File: config.mk
export PLATFORM = sky130hd
export DESIGN_NAME = fifo_wr_arbiter_flat
export DESIGN_NICKNAME = d
export VERILOG_FILES = /design/src/rtl/fifo_pkg.sv /design/src/rtl/fifo_wr_arbiter_if.sv /design/src/rtl/arb_burst_cnt.sv /design/src/rtl/fifo_wr_arbiter.sv /design/src/flat_wrapper.sv
export SDC_FILE = /design/constraint.sdc
export NUM_CORES = 1
export LEC_CHECK = 0
export ABC_AREA = 1
export CAP_MARGIN = 20
export CORE_MARGIN = 2
export CORE_UTILIZATION = 30
export DETAILED_ROUTE_END_ITERATION = 12
export PLACE_DENSITY_LB_ADDON = 0.05
export SYNTH_ARGS = -nofsm -noshare
export SYNTH_HDL_FRONTEND = slang
export SYNTH_HIERARCHICAL = 1
export SYNTH_SLANG_ARGS = --single-unit
File: constraint.sdc
create_clock -name i_clk -period 2.95 [get_ports i_clk]
set_input_delay 0.885 -clock i_clk [delete_from_list [all_inputs] [get_ports i_clk]]
set_output_delay 0.885 -clock i_clk [all_outputs]
set_load 0.02 [all_outputs]
File: src/rtl/fifo_pkg.sv
// Shared types and defaults for the FIFO write-port arbiter.
package fifo_pkg;

    typedef enum logic [1:0] {
        IDLE = 2'b00,
        G0   = 2'b01,
        G1   = 2'b10
    } arb_state_e;

    localparam int BURST_MAX_DEF = 4;

    function automatic int cnt_w(input int bm);
        return $clog2(bm + 1);
    endfunction

endpackage

File: src/rtl/fifo_wr_arbiter_if.sv
// Requester/FIFO handshake bundle seen by the arbiter (master) and its environment (slave).
interface fifo_wr_arbiter_if;

    logic req0;
    logic req1;
    logic fifo_full;
    logic gnt0;
    logic gnt1;
    logic mux_sel;
    logic fifo_wr_en;

    modport master (
        input  req0, req1, fifo_full,
        output gnt0, gnt1, mux_sel, fifo_wr_en
    );

    modport slave (
        output req0, req1, fifo_full,
        input  gnt0, gnt1, mux_sel, fifo_wr_en
    );

endinterface

File: src/rtl/arb_burst_cnt.sv
// Saturating per-grant write counter with limit and limit-minus-one decodes.
module arb_burst_cnt
    import fifo_pkg::*;
#(
    parameter int BURST_MAX = BURST_MAX_DEF,
    parameter int CW        = cnt_w(BURST_MAX)
) (
    input  logic i_clk,
    input  logic i_rst_n,
    input  logic i_clr,
    input  logic i_inc,
    output logic o_at_limit,
    output logic o_at_limit_m1
);

    localparam logic [CW-1:0] LIM    = CW'(BURST_MAX);
    localparam logic [CW-1:0] LIM_M1 = CW'(BURST_MAX - 1);

    logic [CW-1:0] r_cnt;

    assign o_at_limit    = (r_cnt == LIM);
    assign o_at_limit_m1 = (r_cnt == LIM_M1);

    // Clear wins over increment: a write in the switching cycle belongs to the old grant.
    always_ff @(posedge i_clk or negedge i_rst_n) begin
        if (!i_rst_n)
            r_cnt <= '0;
        else if (i_clr)
            r_cnt <= '0;
        else if (i_inc && !o_at_limit)
            r_cnt <= r_cnt + CW'(1);
    end

endmodule

File: src/rtl/fifo_wr_arbiter.sv
// Round-robin, burst-fair arbiter sharing one FIFO write port between two requesters.
module fifo_wr_arbiter
    import fifo_pkg::*;
#(
    parameter int BURST_MAX = BURST_MAX_DEF
) (
    input  logic              i_clk,
    input  logic              i_rst_n,
    fifo_wr_arbiter_if.master arb_if
);

    arb_state_e r_state;
    arb_state_e w_nxt;
    logic       r_gnt0;
    logic       r_gnt1;
    logic       r_last;
    logic       w_wr;
    logic       w_at_lim;
    logic       w_at_lim_m1;
    logic       w_burst_done;

    assign w_wr = ((r_gnt0 & arb_if.req0) | (r_gnt1 & arb_if.req1)) & ~arb_if.fifo_full;
    // Burst ends either already saturated or on the write that reaches the limit.
    assign w_burst_done = w_at_lim | (w_wr & w_at_lim_m1);

    always_comb begin
        w_nxt = r_state;
        case (r_state)
            IDLE: begin
                if (arb_if.req0 && arb_if.req1) w_nxt = r_last ? G0 : G1;
                else if (arb_if.req0)           w_nxt = G0;
                else if (arb_if.req1)           w_nxt = G1;
            end
            G0: begin
                if (!arb_if.req0)                      w_nxt = arb_if.req1 ? G1 : IDLE;
                else if (arb_if.req1 && w_burst_done) w_nxt = G1;
            end
            G1: begin
                if (!arb_if.req1)                      w_nxt = arb_if.req0 ? G0 : IDLE;
                else if (arb_if.req0 && w_burst_done) w_nxt = G0;
            end
            default: w_nxt = IDLE;
        endcase
    end

    always_ff @(posedge i_clk or negedge i_rst_n) begin
        if (!i_rst_n) begin
            r_state <= IDLE;
            r_gnt0  <= 1'b0;
            r_gnt1  <= 1'b0;
            r_last  <= 1'b1;
        end else begin
            r_state <= w_nxt;
            r_gnt0  <= (w_nxt == G0);
            r_gnt1  <= (w_nxt == G1);
            if (w_nxt == G0)      r_last <= 1'b0;
            else if (w_nxt == G1) r_last <= 1'b1;
        end
    end

    arb_burst_cnt #(
        .BURST_MAX(BURST_MAX)
    ) u_cnt (
        .i_clk        (i_clk),
        .i_rst_n      (i_rst_n),
        .i_clr        (w_nxt != r_state),
        .i_inc        (w_wr),
        .o_at_limit   (w_at_lim),
        .o_at_limit_m1(w_at_lim_m1)
    );

    assign arb_if.gnt0       = r_gnt0;
    assign arb_if.gnt1       = r_gnt1;
    assign arb_if.mux_sel    = r_gnt0;
    assign arb_if.fifo_wr_en = w_wr;

endmodule

File: src/flat_wrapper.sv
// flat-port wrapper written by rule: the top's interface ports become plain ports
module fifo_wr_arbiter_flat import fifo_pkg::*;
#(
    parameter int BURST_MAX = BURST_MAX_DEF
)
  (i_clk, i_rst_n, arb_if_req0, arb_if_req1, arb_if_fifo_full, arb_if_gnt0, arb_if_gnt1, arb_if_mux_sel, arb_if_fifo_wr_en);
  fifo_wr_arbiter_if arb_if_i ();
  input  logic i_clk;
  input  logic i_rst_n;
  input wire logic [$bits(arb_if_i.req0)-1:0] arb_if_req0;
  input wire logic [$bits(arb_if_i.req1)-1:0] arb_if_req1;
  input wire logic [$bits(arb_if_i.fifo_full)-1:0] arb_if_fifo_full;
  output wire logic [$bits(arb_if_i.gnt0)-1:0] arb_if_gnt0;
  output wire logic [$bits(arb_if_i.gnt1)-1:0] arb_if_gnt1;
  output wire logic [$bits(arb_if_i.mux_sel)-1:0] arb_if_mux_sel;
  output wire logic [$bits(arb_if_i.fifo_wr_en)-1:0] arb_if_fifo_wr_en;
  assign arb_if_i.req0 = arb_if_req0;
  assign arb_if_i.req1 = arb_if_req1;
  assign arb_if_i.fifo_full = arb_if_fifo_full;
  assign arb_if_gnt0 = arb_if_i.gnt0;
  assign arb_if_gnt1 = arb_if_i.gnt1;
  assign arb_if_mux_sel = arb_if_i.mux_sel;
  assign arb_if_fifo_wr_en = arb_if_i.fifo_wr_en;
  fifo_wr_arbiter #(.BURST_MAX(BURST_MAX)) u_core (.i_clk(i_clk), .i_rst_n(i_rst_n), .arb_if(arb_if_i));
endmodule
### Word-level counts from Yosys, hierarchy flattened

Index checks and enable logic that the tools add are counted.

| storage, ports and cells | value |
|---|---|
| register bits after elaboration | 8 |
| output and inout port bits | 4 |
| logic and storage cells | 43 |

| cells by class | value |
|---|---|
| add/sub/neg operators | 1 |
| equality and inequality tests | 7 |
| multiplexer cells | 15 |
| bitwise gates (word level) | 7 |
| reductions and logical operators | 8 |

Operator list:

| operator | count |
|---|---|
| 2-to-1 mux 2 bit | 9 |
| 2-to-1 mux 3 bit | 2 |
| one-hot mux 2 bit (3 select lines) | 1 |
| AND 1 bit | 4 |
| equality test 2 x 1 -> 1 bit (second input constant) | 2 |
| equality test 2 bit (second input constant) | 2 |
| logical AND 1 bit | 4 |
| nonzero test 2 bit | 2 |
| adder 3 x 1 -> 3 bit (second input constant) | 1 |
| equality test 3 x 2 -> 1 bit (second input constant) | 1 |
| equality test 3 bit (second input constant) | 1 |
| 2-to-1 mux 1 bit | 3 |
| logical NOT 2 bit | 1 |
| inequality test 2 bit | 1 |
| bitwise OR 1 bit | 2 |
| logical NOT 1 bit | 1 |
| inverter 1 bit | 1 |

### Depth between registers and ports, before layout

Gate-level depths: netlist of run 1.

| logic depth | value |
|---|---|
| depth in word-level cells | 12 |
| mapped depth | 15 |
| mapped depth without buffers | 15 |

### Modules after synthesis

The synthesis of run 1 kept the hierarchy.

Modules (own cells, without submodules):

| module | times used | cells each | area each (um^2) |
|---|---|---|---|
| fifo_wr_arbiter | 1 | 49 | 340.3 |
| arb_burst_cnt | 1 | 23 | 192.7 |

### Worst setup path before layout of run 1

No wires, ideal clock.

| timing path | value |
|---|---|
| kind | input-to-output |
| start | in arb_if_req1 |
| end | out arb_if_fifo_wr_en |
| arrival time | 1.475 ns |
| required time | 2.065 ns |
| slack | 0.590 ns |
| cell stages on the path | 2 |
| path buffers | 0 |
| path through | nand2_1 > a21oi_1 |

| on the way | value |
|---|---|
| cells in the longest elaborated chain, start to end | 3 |

Ends and longest elaborated chain:

| item | line | RTL |
|---|---|---|
| start: declaration | flat_wrapper.sv:11 | `input wire logic [$bits(arb_if_i.req1)-1:0] arb_if_req1;` |
| AND 1 bit | fifo_wr_arbiter.sv:22 | `assign w_wr = ((r_gnt0 & arb_if.req0) \| (r_gnt1 & arb_if.req1)) & ~arb_if.fifo_full;` |
| bitwise OR 1 bit | fifo_wr_arbiter.sv:22 |  |
| AND 1 bit | fifo_wr_arbiter.sv:22 |  |
| end: declaration | flat_wrapper.sv:16 | `output wire logic [$bits(arb_if_i.fifo_wr_en)-1:0] arb_if_fifo_wr_en;` |

No other way between the ends.

### Worst setup path in the final report of run 1

Same ends and word-level chain as after synthesis.

==> results of run 1 <==
[where the power goes]
group          leakage (nW)  total (W)  switching (W)  internal [W]
combinational         0.254   0.000258       0.000156      0.000102
clock                0.0150  0.0000883      0.0000366     0.0000517
sequential            0.103   0.000184      0.0000326      0.000152
[routing by layer]
metal | wire length, um | vias up | GRT usage
li1 | - | 259 | -
met1 | 481 | 218 | 0.1487
met2 | 483 | 21 | 0.1972
met3 | 65 | 0 | 0.01176
met4 | 0 | 0 | 0.06857
met5 | 0 | - | 0
[how the worst max path moves through the flow]
stage               slack, ps           endpoint  depth (start not counted)         from
floorplan                 590  arb_if_fifo_wr_en                          2  arb_if_req1
global placement         -230  arb_if_fifo_wr_en                          4  arb_if_req1
detailed placement       -240  arb_if_fifo_wr_en                          4  arb_if_req1
CTS                        40  arb_if_fifo_wr_en                          4  arb_if_req1
global route                4  arb_if_fifo_wr_en                          4  arb_if_req1
finish                     60  arb_if_fifo_wr_en                          4  arb_if_req1
[Yosys cell counts (all sizes together) (2+ instances only)]
cell,n
nor2,4
dfrtp,7
nand4,3
inv,14
nor3,2
nand3,11
ha,6
nand2,20
[kinds of logic (layout without fill, tap and decap cells)]
kind of cell             Yosys count  after routing  share of synthesized area
flip-flops                         8              8                     0.3779
AND/OR/NAND/NOR                   40             40                     0.3357
AO/OA/AOI/OAI                      3              3                    0.03285
buffers and inverters             15             29                     0.1127
adder cells (fa/ha/maj)            6              6                     0.1408
[metrics by stage]
| stage | cell area (sq um) | total power [W] | util | hold slack (ps) |
|---|---|---|---|---|
| 3_3_place_gp | 649.4 | 0.0004498 | 0.3844 | 489.2 |
| 3_5_place_dp | 649.4 | 0.0004459 | 0.3844 | 496.1 |
| 5_1_grt | 674.4 | 0.0005950 | 0.3993 | 563.5 |
| 2_1_floorplan | 533.0 | 0.0003644 | - | 464.5 |
| 4_1_cts | 674.4 | 0.0005393 | 0.3993 | 504.0 |
| 6_report | 674.4 | 0.0005306 | 0.3993 | 499.8 |
[final cells by class]
type | count | area share
clock buffer | 4 | 0.03896
inverter | 14 | 0.07792
multi-input combinational | 49 | 0.4026
sequential | 8 | 0.2987
tap | 17 | 0.03154
timing repair buffer | 11 | 0.1503
[registers in the layout, indices dropped and copies added, names as in the netlist]
name	count
u_core/r_last	1
u_core/arb_if.gnt1	1
u_core/r_state	2
u_core/u_cnt/r_cnt	3
u_core/arb_if.gnt0	1
[critical path: stages]
cell and delay, ps:
clkdlybuf4s50_1 480, nand2_1 80, a21oi_1 210, dlygate4sd2_1 360
==> results.tsv, run 1 <==
metric	value	unit
die width	46.15	um
gr ovfl total	0	
Synth Instances	72	
Max-slew headroom	0.7628	
Maximum Capacitance Violations	0	
GRT Total Usage	0.1192	
area delta synth->final	26.53	%
Hold Path Depth	2	
flops & latches, synth	8	
Max Clock Skew	0.5895	ps
actual slew at the worst max-slew pin	354.7	ps
unrepaired setup endpoints after global routing	no	
CP max FO	2	
IO Port Bufs	8	
setup ws final	60.88	ps
placed cell count	99	
post-CTS sizing	1	
first-pass GRT wire length	1828	um
DP Wirelength	804.2	um
share of the synthesized area in the top cell type	0.3286	
Lkg Pwr	0.3725	nW
Reg2Reg Launch Point	u_core/u_cnt/r_cnt[0]$_DFFE_PN0P_	
# IOs	9	
Initial Util	0.3156	
Filler Cell Count	183	
Antenna Cells	0	
crit end category	output pin	
DIE AREA	2130	sq um
antenna-violating nets left	0	
Die Span Y	46.15	um
Max Slew Vio Count	0	
vias	498	
Hold Crit Start	u_core/r_last$_DFFE_PN1P_	
hold-fix buffers at CTS	0	
row count	15	
status	completed	
Reg clk slew, reported paths	50	ps
initial antenna violation count	0	
Final period util	0.9794	
Clk Latency, worst-skew pair	250	ps
worst reg2reg setup slack	1080	ps
Max Root-Sink Buffers	2	
fin nets	98	
PD cells	786.8	nW/um^2
Final TNS setup	0	ps
WL/cell	9.990	um
post-synth cell types	15	
Hold/Removal Path Class	flop to flop	
cell taking the most area after synthesis	dfrtp_1	
top post-synthesis cells by area	dfrtp_1, ha_1, nand2_1, nand3_1, inv_1	
CP arrival	2000	ps
gp weighted congestion	0.8549	
initial DRC count	8	
Final Instance Count excl. Fillers	103	
Place WS	-239.1	ps
Worst setup SP type	input port	
sequential cell area fraction in the yosys report	0.3779	
Syn Std Cell Area	533.0	sq um
largest net degree at the start of global routing	9	
vias per std cell	4.835	
Root Buffer	clkbuf_4	
Reg-to-Reg End	u_core/r_last$_DFFE_PN1P_	
DRC	0	
Max Freq	346.1	MHz
htree depth	1	
share of layout cells above drive strength 1	0.1163	
most frequent cells in the layout	nand2_1, inv_1, nand3_1	
# setup viols final	0	
Post-synth EDFFs	0	
area of the core	1689	sq um
Tmin final	2889	ps
R2R cell count	10	
synth warn	6	
CTS sink count	8	
Crit Path Class	input port to output pin	
Primary FF master, synth	dfrtp_1	
hold violation count in the final report	0	
commonest non-fill, non-tap cell in the layout	nand2_1	
post-CTS setup buffers	0	
ys async rst share	1.000	
cts bufs inserted	3	
number of global-route vias before repair	488	
Max rail drop VDD	0.3666	mV
Avg Cell Area, Syn	7.403	sq um
hold endpoint	u_core/r_last$_DFFE_PN1P_	
CP required	2070	ps
Routed WL	1029	um
multi-input logic area	271.5	sq um
syn_nets	83	
DRT Pass-1 Iters	4	
register area	201.4	sq um
CTS tree	done	
No activity file was read; power rests on OpenSTA's default activity.
==> run 2: changes to the inputs <==
--- a/config.mk
+++ b/config.mk
@@ -7,7 +7,6 @@
 export LEC_CHECK = 0
 export ABC_AREA = 1
 export CAP_MARGIN = 20
-export CORE_MARGIN = 2
 export CORE_UTILIZATION = 30
 export DETAILED_ROUTE_END_ITERATION = 12
 export PLACE_DENSITY_LB_ADDON = 0.05
==> constraint.sdc (replaced) <==
create_clock -name i_clk -period 3 [get_ports i_clk]
set_input_delay 0.9 -clock i_clk [delete_from_list [all_inputs] [get_ports i_clk]]
set_output_delay 0.9 -clock i_clk [all_outputs]
set_load 0.02 [all_outputs]
==> run 2 against run 1 <==
  * Sequential power about the same
  * Final area down 0.19%
  * Clock power about the same
  * Sequential cell count unchanged
  * Routed wire length up 1.7%
  * Global-route usage up 1.3 points
  * Combinational power about the same
  * Via count down 3.8%
  * Hold slack better by 25 ps
  * Non-clock buffer count unchanged
  * Sequential share of layout area up 0.056 points
  * Worst setup slack better by 52 ps
  * The run now ends with design-rule violations left
==> results.tsv, run 2 (synthesis results as in run 1) <==
metric	value	unit
status	finished with violations	
violated checks	design-rule violations	
DRT Pass-1 Iters	8	
# setup viols final	0	
CTS sink count	8	
largest net degree at the start of global routing	9	
CP Cell Sequence	clkdlybuf4s50_1 > nand2_1 > a21oi_1 > dlygate4sd2_1	
Clk Latency, worst-skew pair	250	ps
Hold/Removal Path Class	flop to flop	
Crit Path Class	input port to output pin	
Tmin final	2887	ps
WL/cell	10.25	um
DP Wirelength	852.6	um
Routed WL	1046	um
max reg flops	3	
Final Power	0.0005300	W
CTS tree	done	
initial DRC count	7	
most frequent cells in the layout	nand2_1, inv_1, nand3_1	
PD cells	787.4	nW/um^2
Max rail drop VDD	0.4005	mV
htree depth	1	
die width	44.15	um
antenna-violating nets left	0	
row count	14	
commonest non-fill, non-tap cell in the layout	nand2_1	
placed cell count	98	
CP max FO	2	
crit end category	output pin	
fin nets	98	
Filler Cell Count	168	
WHS	524.4	ps
area delta synth->final	26.29	%
gp weighted congestion	0.7573	
vias	479	
unrepaired setup endpoints after global routing	no	
Maximum Capacitance Violations	0	
DRC	1	
Max Freq	346.4	MHz
Antenna Cells	0	
Crit-path slowest cell	clkdlybuf4s50_1	
IO Port Bufs	8	
actual slew at the worst max-slew pin	346.8	ps
Final Instance Count excl. Fillers	102	
worst stage delay on the critical path	480	ps
Die Span Y	44.15	um
CP required	2100	ps
Max Root-Sink Buffers	2	
worst reg2reg setup slack	1080	ps
Lkg Pwr	0.3725	nW
R2R cell count	10	
share of layout cells above drive strength 1	0.1163	
gr ovfl total	0	
Max-slew headroom	0.7681	
first-pass GRT wire length	1876	um
Hold Path Depth	2	
cts bufs inserted	3	
CP arrival	1990	ps
number of global-route vias before repair	452	
vias per std cell	4.696	
# IOs	9	
Root Buffer	clkbuf_4	
area of the core	1577	sq um
initial antenna violation count	0	
Max Slew Vio Count	0	
Initial Util	0.3381	
hold violation count in the final report	0	
Reg clk slew, reported paths	50	ps
GRT Total Usage	0.1324	
Worst setup SP type	input port	
Reg with most FFs	u_core/u_cnt/r_cnt	
Final period util	0.9623	
Max Clock Skew	7.014	ps
Regs by FF count	u_core/u_cnt/r_cnt: 3 flops, u_core/r_state: 2 flops	
DIE AREA	1949	sq um
[run 2: area by class of cell]
cell class	count	area [sq um]	share of cell area
Tap cell	16	20.02	0.02974
Multi-Input combinational cell	49	271.5	0.4033
Inverter	14	52.55	0.07807
Sequential cell	8	201.4	0.2993
Timing Repair Buffer	11	101.3	0.1506
Clock buffer	4	26.28	0.03903
[run 2: metal layers]
layer | up-vias | track usage | part of all wire
met5 | - | 0 | 0
met4 | 0 | 0.07273 | 0.0076
met3 | 2 | 0.03673 | 0.046
met2 | 9 | 0.2000 | 0.42
met1 | 212 | 0.1705 | 0.53
li1 | 256 | - | -
[run 2: critical path, delay by kind of cell]
family | cells | cell delay (ps)
AOI/OAI and AO/OA | 1 | 180
and+or+nand+nor | 1 | 70
buffers and inverters | 2 | 840
[run 2: report_power, final]
part	internal, W	total, W	switching (W)
combinational	0.000102	0.000258	0.000156
sequential	0.000149	0.000184	0.0000348
clock	0.0000509	0.0000881	0.0000372
total	0.000302	0.000530	0.000228
[run 2: path summary, 6_finish.rpt]
| path | to | start |
|---|---|---|
| worst max-delay path | arb_if_fifo_wr_en | arb_if_req0 |
| worst min-delay path | u_core/r_last$_DFFE_PN1P_ | u_core/r_last$_DFFE_PN1P_ |
| worst max register to register | u_core/r_last$_DFFE_PN1P_ | u_core/u_cnt/r_cnt[0]$_DFFE_PN0P_ |
| worst min register to register | u_core/r_last$_DFFE_PN1P_ | u_core/r_last$_DFFE_PN1P_ |
| max in group asynchronous | u_core/r_last$_DFFE_PN1P_ | i_rst_n |
| min in group asynchronous | u_core/arb_if.gnt1$_DFF_PN0_ | i_rst_n |
[run 2: what timing repair did]
item,4_1_cts,5_1_grt
resized for setup,1,0
hold buffers,0,0
setup endpoints to repair,1,0
buffers inserted,0,0
[run 2: stage by stage]
stage | utilization | TNS, ps | setup WS [ps] | area, sq um
after floorplan | - | 0 | 610.4 | 533.0
after global placement | 0.4111 | -179.6 | -179.6 | 648.1
after detailed placement | 0.4111 | -165.5 | -165.5 | 648.1
after CTS | 0.4270 | 0 | 108.0 | 673.1
after global routing | 0.4270 | 0 | 26.94 | 673.1
final | 0.4270 | 0 | 113.2 | 673.1
==> run 3: changes to the inputs <==
--- a/config.mk
+++ b/config.mk
@@ -9,7 +9,7 @@
 export CAP_MARGIN = 20
 export CORE_UTILIZATION = 30
 export DETAILED_ROUTE_END_ITERATION = 12
-export PLACE_DENSITY_LB_ADDON = 0.05
+export PLACE_DENSITY = 0.56
 export SYNTH_ARGS = -nofsm -noshare
 export SYNTH_HDL_FRONTEND = slang
 export SYNTH_HIERARCHICAL = 1
==> run 3 against run 2 <==
  * The run now ends clean
  * Count of clock-buffer cells in the layout unchanged
  * Die area stayed put
  * Total power fell by 2.9%
  * Cell count stayed put
  * Combinational power fell by 4%
  * Hold slack got worse by 37 ps
  * Sequential power about the same
  * Sequential share of layout area is the same
  * Routed wire length is 6.8% lower
  * Non-clock buffer count unchanged
  * Critical path type unchanged
==> results.tsv, run 3 (synthesis results as in run 1) <==
metric	value	unit
status	completed	
# IOs	9	
Max-slew headroom	0.7813	
Post-Place Cell Area	648.1	sq um
row count	14	
gr ovfl total	0	
largest net degree at the start of global routing	9	
WL/cell	9.559	um
DRC	0	
PD cells	764.9	nW/um^2
cts bufs inserted	3	
Initial Util	0.3381	
final instance area	673.1	sq um
commonest non-fill, non-tap cell in the layout	nand2_1	
gp weighted congestion	0.7170	
vias per std cell	4.696	
Routed WL	975	um
Lkg Pwr	0.3725	nW
post-CTS sizing	1	
hold violation count in the final report	0	
DIE AREA	1949	sq um
antenna-violating nets left	0	
vias	479	
Max Clock Skew	5.387	ps
CP arrival	2020	ps
initial antenna violation count	0	
Maximum Capacitance Violations	0	
CTS tree	done	
post-CTS setup buffers	0	
Filler Cell Count	169	
Crit Path Class	input port to output pin	
worst stage delay on the critical path	490	ps
DP Wirelength	805.6	um
CP Cell Sequence	clkdlybuf4s50_1 > nand2_1 > a21oi_1 > dlygate4sd2_1	
Worst setup SP type	input port	
die width	44.15	um
number of global-route vias before repair	426	
Clk Latency, worst-skew pair	250	ps
Tmin final	2923	ps
area of the core	1577	sq um
area delta synth->final	26.29	%
Final period util	0.9742	
Regs by FF count	u_core/u_cnt/r_cnt: 3 flops, u_core/r_state: 2 flops	
most frequent cells in the layout	nand2_1, inv_1, nand3_1	
crit end category	output pin	
initial DRC count	7	
CP required	2100	ps
Max Root-Sink Buffers	2	
Root Buffer	clkbuf_4	
# setup viols final	0	
Max Slew Vio Count	0	
WHS	487.6	ps
setup ws final	77.50	ps
hold-fix buffers at CTS	0	
CP max FO	2	
Max rail drop VDD	0.3522	mV
htree depth	1	
Hold/Removal Path Class	flop to flop	
Max Freq	342.2	MHz
DRT Pass-1 Iters	6	
Reg with most FFs	u_core/u_cnt/r_cnt	
Reg clk slew, reported paths	50	ps
first-pass GRT wire length	1745	um
CTS sink count	8	
IO Port Bufs	8	
Antenna Cells	0	
GRT Total Usage	0.1251	
Place WS	-221.1	ps
actual slew at the worst max-slew pin	327.0	ps
Crit-path slowest cell	clkdlybuf4s50_1	
share of layout cells above drive strength 1	0.1163	
Die Span Y	44.15	um
unrepaired setup endpoints after global routing	no	
fin nets	98	
max reg flops	3	
Final TNS setup	0	ps
==> run 3: final timing paths <==
path / start / end / slack (ps) / depth (start not counted)
worst max-delay path: arb_if_req0 / arb_if_fifo_wr_en / 80 / 4
worst min-delay path: u_core/r_last$_DFFE_PN1P_ / u_core/r_last$_DFFE_PN1P_ / 490 / 2
worst max register to register: u_core/u_cnt/r_cnt[0]$_DFFE_PN0P_ / u_core/r_last$_DFFE_PN1P_ / 1150 / 12
worst min register to register: u_core/r_last$_DFFE_PN1P_ / u_core/r_last$_DFFE_PN1P_ / 490 / 2
max in group asynchronous: i_rst_n / u_core/r_last$_DFFE_PN1P_ / 1790 / 1
min in group asynchronous: i_rst_n / u_core/u_cnt/r_cnt[0]$_DFFE_PN0P_ / 910 / 1
==> run 3: area by class of cell <==
type / instances / area [sq um] / share of cell area
multi-input combinational: 49 / 271.5 / 0.4033
sequential: 8 / 201.4 / 0.2993
inverter: 14 / 52.55 / 0.07807
tap: 16 / 20.02 / 0.02974
timing repair buffer: 11 / 101.3 / 0.1506
clock buffer: 4 / 26.28 / 0.03903
==> run 3: per-stage QoR <==
| stage | power [W] | utilization | instances |
|---|---|---|---|
| after global routing | 0.0005777 | 0.4270 | 102 |
| final | 0.0005149 | 0.4270 | 102 |
| after detailed placement | 0.0004375 | 0.4111 | 98 |
| after global placement | 0.0004348 | 0.4111 | 98 |
| after CTS | 0.0005246 | 0.4270 | 102 |
| after floorplan | 0.0003583 | - | 72 |
==> run 3: power by group <==
part	total [W]	internal [W]	switching, W
registers	0.000182	0.000149	0.0000329
logic	0.000248	0.000101	0.000147
clock network	0.0000842	0.0000507	0.0000335
total	0.000515	0.000301	0.000214
==> run 3: routing by layer <==
| layer | wire, um | part of all wire | track usage |
|---|---|---|---|
| met1 | 488 | 0.50 | 0.1744 |
| met5 | 0 | 0 | 0 |
| met2 | 414 | 0.42 | 0.1706 |
| met4 | 38 | 0.039 | 0.1091 |
| met3 | 34 | 0.035 | 0.01224 |
==> run 3: critical path: cells and delay by family <==
family	cells	cell delay [ps]
simple gates	1	70
compound gates	1	200
buf+inv	2	850
